===== config.mk =====
export PLATFORM = sky130hd
export DESIGN_NAME = adventure_move_controller
export DESIGN_NICKNAME = d
export VERILOG_FILES = /design/src/rtl/adventure_move_controller.sv
export SDC_FILE = /design/constraint.sdc
export NUM_CORES = 1
export LEC_CHECK = 0
export CORE_AREA = 2 2 74 76
export CTS_BUF_LIST = sky130_fd_sc_hd__clkbuf_16
export CTS_CLUSTER_DIAMETER = 30
export DETAILED_ROUTE_END_ITERATION = 10
export DIE_AREA = 0 0 76 78
export PLACE_DENSITY = 0.56
export SETUP_SLACK_MARGIN = 0.1
export SKIP_LAST_GASP = 1
export SLEW_MARGIN = 20
export SYNTH_ARGS = -nofsm -noshare
export SYNTH_HDL_FRONTEND = slang
export SYNTH_SLANG_ARGS = --single-unit

===== constraint.sdc =====
create_clock -name clk -period 2.25 [get_ports clk]
set_input_delay 0.45 -clock clk [delete_from_list [all_inputs] [get_ports clk]]
set_output_delay 0.45 -clock clk [all_outputs]
set_load 0.01 [all_outputs]

===== src/rtl/adventure_move_controller.sv =====
`default_nettype none
// adventure_move_controller: turns button presses into arbitrated, rate-limited move
// pulses for the room FSM, tracks item flags and sequences game-over and restart.
module adventure_move_controller #(
    parameter int         COOLDOWN      = 4,
    parameter int         GAMEOVER_HOLD = 8,
    parameter int         MCW           = 8,
    parameter logic [8:0] SWORD_ROOM    = 9'b000001000,
    parameter logic [8:0] WIZARD_ROOM   = 9'b100000000
) (
    input  logic           clk,
    input  logic           reset,
    input  logic           btn_n,
    input  logic           btn_s,
    input  logic           btn_e,
    input  logic           btn_w,
    input  logic [8:0]     room,
    input  logic           win_in,
    input  logic           dead_in,
    output logic           n,
    output logic           s,
    output logic           e,
    output logic           w,
    output logic           v,
    output logic           h,
    output logic           game_reset,
    output logic           game_over,
    output logic           busy,
    output logic [MCW-1:0] move_count
);

    localparam int CCW = (COOLDOWN > 1) ? $clog2(COOLDOWN) : 1;
    localparam int HCW = (GAMEOVER_HOLD > 1) ? $clog2(GAMEOVER_HOLD) : 1;
    localparam logic [CCW-1:0] C_COOL_LOAD = (COOLDOWN > 0) ? CCW'(COOLDOWN - 1) : '0;
    localparam logic [HCW-1:0] C_HOLD_LOAD = (GAMEOVER_HOLD > 0) ? HCW'(GAMEOVER_HOLD - 1) : '0;
    localparam logic [MCW-1:0] C_COUNT_MAX = {MCW{1'b1}};

    typedef enum logic [4:0] {
        S_IDLE    = 5'b00001,
        S_ISSUE   = 5'b00010,
        S_COOL    = 5'b00100,
        S_ENDGAME = 5'b01000,
        S_RESTART = 5'b10000
    } state_t;

    state_t         state_q, state_d;
    logic [3:0]     btn, btn_q, press, win_dir;
    logic [3:0]     dir_q, dir_d;
    logic [CCW-1:0] cool_q, cool_d;
    logic [HCW-1:0] hold_q, hold_d;
    logic           primed_q;
    logic           terminal;

    // Bit order throughout is {w, e, s, n}.
    assign btn      = {btn_w, btn_e, btn_s, btn_n};
    assign terminal = win_in | dead_in;

    // The history register is cleared by reset, so the first cycle after reset only
    // captures button levels; a button held through reset must not count as a press.
    assign press = btn & ~btn_q & {4{primed_q}};

    always_comb begin
        win_dir = 4'b0000;
        if (press[0])      win_dir = 4'b0001;
        else if (press[1]) win_dir = 4'b0010;
        else if (press[2]) win_dir = 4'b0100;
        else if (press[3]) win_dir = 4'b1000;
    end

    always_ff @(posedge clk or posedge reset) begin
        if (reset) begin
            state_q  <= S_IDLE;
            dir_q    <= 4'b0000;
            cool_q   <= '0;
            hold_q   <= '0;
            btn_q    <= 4'b0000;
            primed_q <= 1'b0;
        end else begin
            state_q  <= state_d;
            dir_q    <= dir_d;
            cool_q   <= cool_d;
            hold_q   <= hold_d;
            btn_q    <= btn;
            primed_q <= 1'b1;
        end
    end

    always_comb begin
        state_d = state_q;
        dir_d   = dir_q;
        cool_d  = cool_q;
        hold_d  = hold_q;
        case (state_q)
            S_IDLE: begin
                if (terminal) begin
                    state_d = S_ENDGAME;
                    hold_d  = C_HOLD_LOAD;
                end else if (|press) begin
                    state_d = S_ISSUE;
                    dir_d   = win_dir;
                end
            end
            S_ISSUE: begin
                if (terminal) begin
                    state_d = S_ENDGAME;
                    hold_d  = C_HOLD_LOAD;
                end else if (COOLDOWN > 0) begin
                    state_d = S_COOL;
                    cool_d  = C_COOL_LOAD;
                end else begin
                    state_d = S_IDLE;
                end
            end
            S_COOL: begin
                if (terminal) begin
                    state_d = S_ENDGAME;
                    hold_d  = C_HOLD_LOAD;
                end else if (cool_q == '0) begin
                    state_d = S_IDLE;
                end else begin
                    cool_d = cool_q - CCW'(1);
                end
            end
            S_ENDGAME: begin
                if (hold_q == '0) state_d = S_RESTART;
                else              hold_d  = hold_q - HCW'(1);
            end
            S_RESTART: state_d = S_IDLE;
            default:   state_d = S_IDLE;
        endcase
    end

    // Pulses are loaded from the next state so they are flops aligned with ISSUE.
    always_ff @(posedge clk or posedge reset) begin
        if (reset) begin
            {w, e, s, n} <= 4'b0000;
        end else if (state_d == S_ISSUE) begin
            {w, e, s, n} <= dir_d;
        end else begin
            {w, e, s, n} <= 4'b0000;
        end
    end

    always_ff @(posedge clk or posedge reset) begin
        if (reset) begin
            move_count <= '0;
            v          <= 1'b0;
            h          <= 1'b0;
        end else if (state_q == S_RESTART) begin
            move_count <= '0;
            v          <= 1'b0;
            h          <= 1'b0;
        end else begin
            if (state_q == S_ISSUE && move_count != C_COUNT_MAX) begin
                move_count <= move_count + MCW'(1);
            end
            if (room == SWORD_ROOM)  v <= 1'b1;
            if (room == WIZARD_ROOM) h <= 1'b1;
        end
    end

    assign game_over  = (state_q == S_ENDGAME);
    assign game_reset = (state_q == S_RESTART);
    assign busy       = (state_q != S_IDLE);

endmodule
`default_nettype wire

[After elaboration in Yosys (flattened, before gate mapping)]
Cells that the tools add are included.
Word-level totals
  bits in registers: 33
  bits of input ports: 17
  output and inout bits: 17
Cells by class
  add/sub/neg operators: 3
  equality and inequality tests: 15
  multiplexer cells: 31
  bitwise logic cells: 4
  reduce and logical (&&, ||, !) cells: 12
Operators with widths (count)
  $mux 4: 8
  $mux 5: 5
  $pmux 5 s4: 1
  $mux 8: 2
  $eq 5x2->1 const B: 2
  $reduce_bool 2->1: 5
  $eq 9x4->1 const B: 1
  $eq 9x9->1 const B: 1
  $add 8x1->8 const B: 1
  $and 4x4->4: 2
  $mux 1: 8
  $ne 2x2->1 const B: 4
  $ne 8x8->1 const B: 1
  $mux 2: 3
  $mux 3: 2
  $pmux 3 s2: 1
  $eq 5x1->1 const B: 1
  $eq 5x3->1 const B: 1
  $eq 5x4->1 const B: 1
  $eq 5x5->1 const B: 1
  $ne 5x1->1 const B: 1
  $not 4->4: 1
  $pmux 2 s2: 1
  $reduce_and 4->1: 1
  other kinds (10): 10

[Longest topological paths before layout]
  word-level depth: 11
  mapped depth: 6

[Worst setup path after synthesis]
Ideal clock, no wire load.
  path kind: register -> register
  start point: register state_q[2]
  end point: register move_count[2]
  library setup time: 0.140 ns
  data arrival time: 1.467 ns
  slack: 0.644 ns
  stages on the path, launching flop included: 6
  buffers on the path: 1
  clock period less this slack: 1.606 ns
  cells stage by stage: dfrtp_1 -> buf_6 -> nand2b_4 -> or4_4 -> o311ai_0 -> o41ai_1
On the way
  cells in the longest elaborated chain, start to end: 3
  elaborated cells between the ends (all ways): 5
  those cells by class: eq/ne (2); mux (1); reduce/logical (2)
Ends and longest elaborated chain
  start: declaration: line 46  | state_t state_q, state_d;
  start signal: assignment: line 79  | state_q <= state_d;
  $eq 5x2->1: line 154  | if (state_q == S_ISSUE && move_count != C_COUNT_MAX) begin
  $logic_and 1x1->1: line 154
  $reduce_bool 2->1 (no line)
  end signal: assignment: line 155  | move_count <= move_count + MCW'(1);
  end: declaration: line 29  | output logic [MCW-1:0] move_count
Several ways; a longest one is shown, not always the timed one.
A chain may end at the register's enable or synchronous reset.

[Final worst setup path]
  start point: register state_q[1]
  end point: output port busy
On the way
  cells in the longest elaborated chain, start to end: 1
Ends and longest elaborated chain
  $ne 5x1->1: line 164  | assign busy = (state_q != S_IDLE);
  end: declaration: line 28  | output logic busy,
Every way passes these cells.

==> impl_results.md <==
* Finished Core Util at 0.433
* Power consumption at roughly 2.0 mW
* Pwr/cell area at approximately 930 nW/um^2
* Gr ovfl total at 0
* Nets at 218
* Final worst slack at 0.207 ns
* Via count at about 1.3k
* Setup slack, reg-to-reg at 0.45 ns
* Total clock sinks at 29
* Final setup fails at 0
* Area Overhead vs Synth at 48.2%
* IO buf count at 33
* Worst-Skew Late Latency at between 0.2 and 0.3 ns
* Net Sw Frac at 0.264
* Vias per std cell at 4.67
* Vias in the first global route at between 1k and 1.5k
* Core Footprint at between 5000 and 6000 sq um
* Final Hold Vio Count at 0
* Total CTS buffers at 5
* Placed cell count at about 250
* Max-cap viol count at 0
* Commonest non-fill, non-tap cell in the layout: clkdlybuf4s50_1
* DRT Wirelength at around 3.1 mm
* Rows at 26
* DRC viols at 0
* Combinational share of power at 0.247
* Global-route wire length before repair at approximately 5.3 mm
* Setup WS pre-CTS at 0.213 ns
* Register share of total power at 0.334
* Hold Path Class: in2async
* Mapped cell area at ~1500 sq um
* Clock-pin slew on the worst setup and hold paths at 0.05 ns
* H-tree depth at 2
* Worst Max-Slew Pin Slew at between 0.5 and 0.6 ns
* Yosys reg bits at 29
* Max IR drop VDD at roughly 0.44 mV
* Root buf cell: clkbuf_16
* Synth unique cells at between 40 and 50
* Dpl cell area at ~1900 sq um
* Max Transition Viols Final at 0
* Final antenna-violating net count at 0
* HPWL after DPL at 2.26 mm
* Net switching power at between 0.5 and 0.6 mW
* RePlAce Congestion at approximately 0.78
* Setup TNS at 0 ns
* Met3 usage at 0.0384
* Share of layout cells above drive strength 1 at 0.177
* Critical Path Source Type: flip-flop
* Top Usage Layer GRT: met2
* GRT Total Usage at 0.113
* Worst hold margin at between 0.4 and 0.5 ns
* Hold-fix buffers, CTS at 0
* Clock Power Share at 0.419
* Largest net degree at the start of global routing at 18
* Die Area at 5930 sq um
* Initial antenna violation count at 0
* Die Ht at around 80 microns
* CTS tree: built
* Most frequent cells in the layout: clkdlybuf4s50_1, dfrtp_1, buf_4
* Ys async rst share at 1.00
* Sequential element share of the synthesized area at 0.493
* Tmin final at between 2 and 2.5 ns
* FF+latch area at 729 sq um
* Clock Skew at between 0.002 and 0.003 ns
* Clk buf depth at 2
* Most common flop cell mapped by yosys: dfrtp_1
* Routed wire length per instance at 11.7 microns
* Outcome: finished clean
* Endpoint class of the critical path: primary output
* Final Instance Count excl. Fillers at between 200 and 300
* Worst slew margin at 0.637
* Avg Cell Area, Syn at approximately 10 sq um
* Post-synth EDFFs at 0
* M2 GR Usage at 0.186
* # diodes at 0
* GRT met1 Usage at 0.126
* RSZ-0062 raised after global routing: false
* CP Class: reg2out
* Yosys Warn Count at 0
* Multi-input logic area at 692 sq um
* Final Cycle Share at 0.908
* Design area at 2180 sq um
* Fmax at 489 MHz
* Initial DRC count at 30
* P_int at 1.50 mW
* Io pins at 34
* DRT Pass-1 Iters at 4
* Critical path arrival at around 1.6 ns
* Syn nets at ~170
* Die X at roughly 76 microns
* Starting Density at 0.292
* P_leak at roughly 1 nW
* Number of fill cells in the layout at 508
* CP Data Required Time at about 1.8 ns
* Post-synthesis cell count at 147
* CP max FO at 4
## sequential cells by signal, indices dropped and copies added (netlist names)
signal	count
cool_q	2
w	1
e	1
s	1
state_q	5
hold_q	3
n	1
h	1
primed_q	1
btn_q	4
v	1
move_count	8
## worst max-delay path, cell delays in order (launching register included)
cell,delay (ns)
dfrtp_2,0.41
buf_4,0.16
nor4_4,0.29
and2_4,0.19
inv_1,0.06
clkdlybuf4s15_1,0.23
## final timing paths
kind,from,to,cells past startpoint
worst min register to register,h$_DFFE_PP0P_,h$_DFFE_PP0P_,2
worst max-delay path,state_q[1]$_DFF_PP0_,busy,5
worst max register to register,state_q[2]$_DFF_PP0_,hold_q[1]$_DFFE_PP0P_,5
min in group clk,h$_DFFE_PP0P_,h$_DFFE_PP0P_,2
worst min-delay path,reset,move_count[7]$_DFFE_PP0P_,3
max in group asynchronous,reset,state_q[0]$_DFF_PP1_,3
## layer usage
| layer | vias up | part of all wire |
|---|---|---|
| met2 | 29 | 0.48 |
| met4 | 0 | 0.022 |
| met3 | 6 | 0.045 |
| met5 | - | 0 |
| met1 | 589 | 0.46 |
| li1 | 628 | - |
## Yosys cell counts, types with 2 or more instances
cell type	count	area share
ha_1	4	0.034
and2_1	2	0.0085
and4_1	2	0.012
or3_1	2	0.0085
inv_1	13	0.033
nand3b_1	2	0.010
a2bb2oi_1	2	0.012
mux2i_1	2	0.014
nor4b_1	2	0.012
dfrtp_1	28	0.48
nand2_1	13	0.033
o21ai_0	7	0.024
and3_1	4	0.017
a21oi_1	7	0.024
nor3_1	5	0.017
mux2_2	2	0.015
nand4_1	5	0.021
nor4_1	2	0.0085
a31oi_1	2	0.0085
or4_1	2	0.010
nor2_1	8	0.020
nand2b_1	6	0.025
buf_6	2	0.015
## cell type report
cell class,instances,share of cell area
Sequential cell,29,0.334
Multi-Input combinational cell,101,0.317
Timing Repair Buffer,46,0.198
Clock buffer,5,0.0573
Tap cell,70,0.0401
Clock inverter,3,0.0298
Inverter,14,0.0241
## power groups by stage
stage / combinational [mW] / sequential, mW / clock, mW
CTS: 0.428 / 0.684 / 0.878
global placement: 0.421 / 0.686 / 0
global route: 0.555 / 0.694 / 0.901
detailed placement: 0.420 / 0.687 / 0
floorplan: 0.281 / 0.660 / 0
finish: 0.501 / 0.679 / 0.852
## cell families after synthesis
| group | count (synthesis) | share of synthesized area |
|---|---|---|
| AOI/OAI and AO/OA | 28 | 0.123 |
| xor gates and xnor gates | 1 | 0.00594 |
| adders and majority gates | 4 | 0.0340 |
| buffers and inverters | 17 | 0.0543 |
| DFF | 29 | 0.493 |
| muxes | 4 | 0.0289 |
| other | 1 | 0.00254 |
| and+or+nand+nor | 63 | 0.258 |
## timing repair
item / in CTS / in global routing
setup buffers: 0 / 7
gates resized for setup: 4 / 8
pin swaps: 2 / 3
setup endpoints to repair: 3 / 3
No activity file was read; power rests on OpenSTA's default activity.
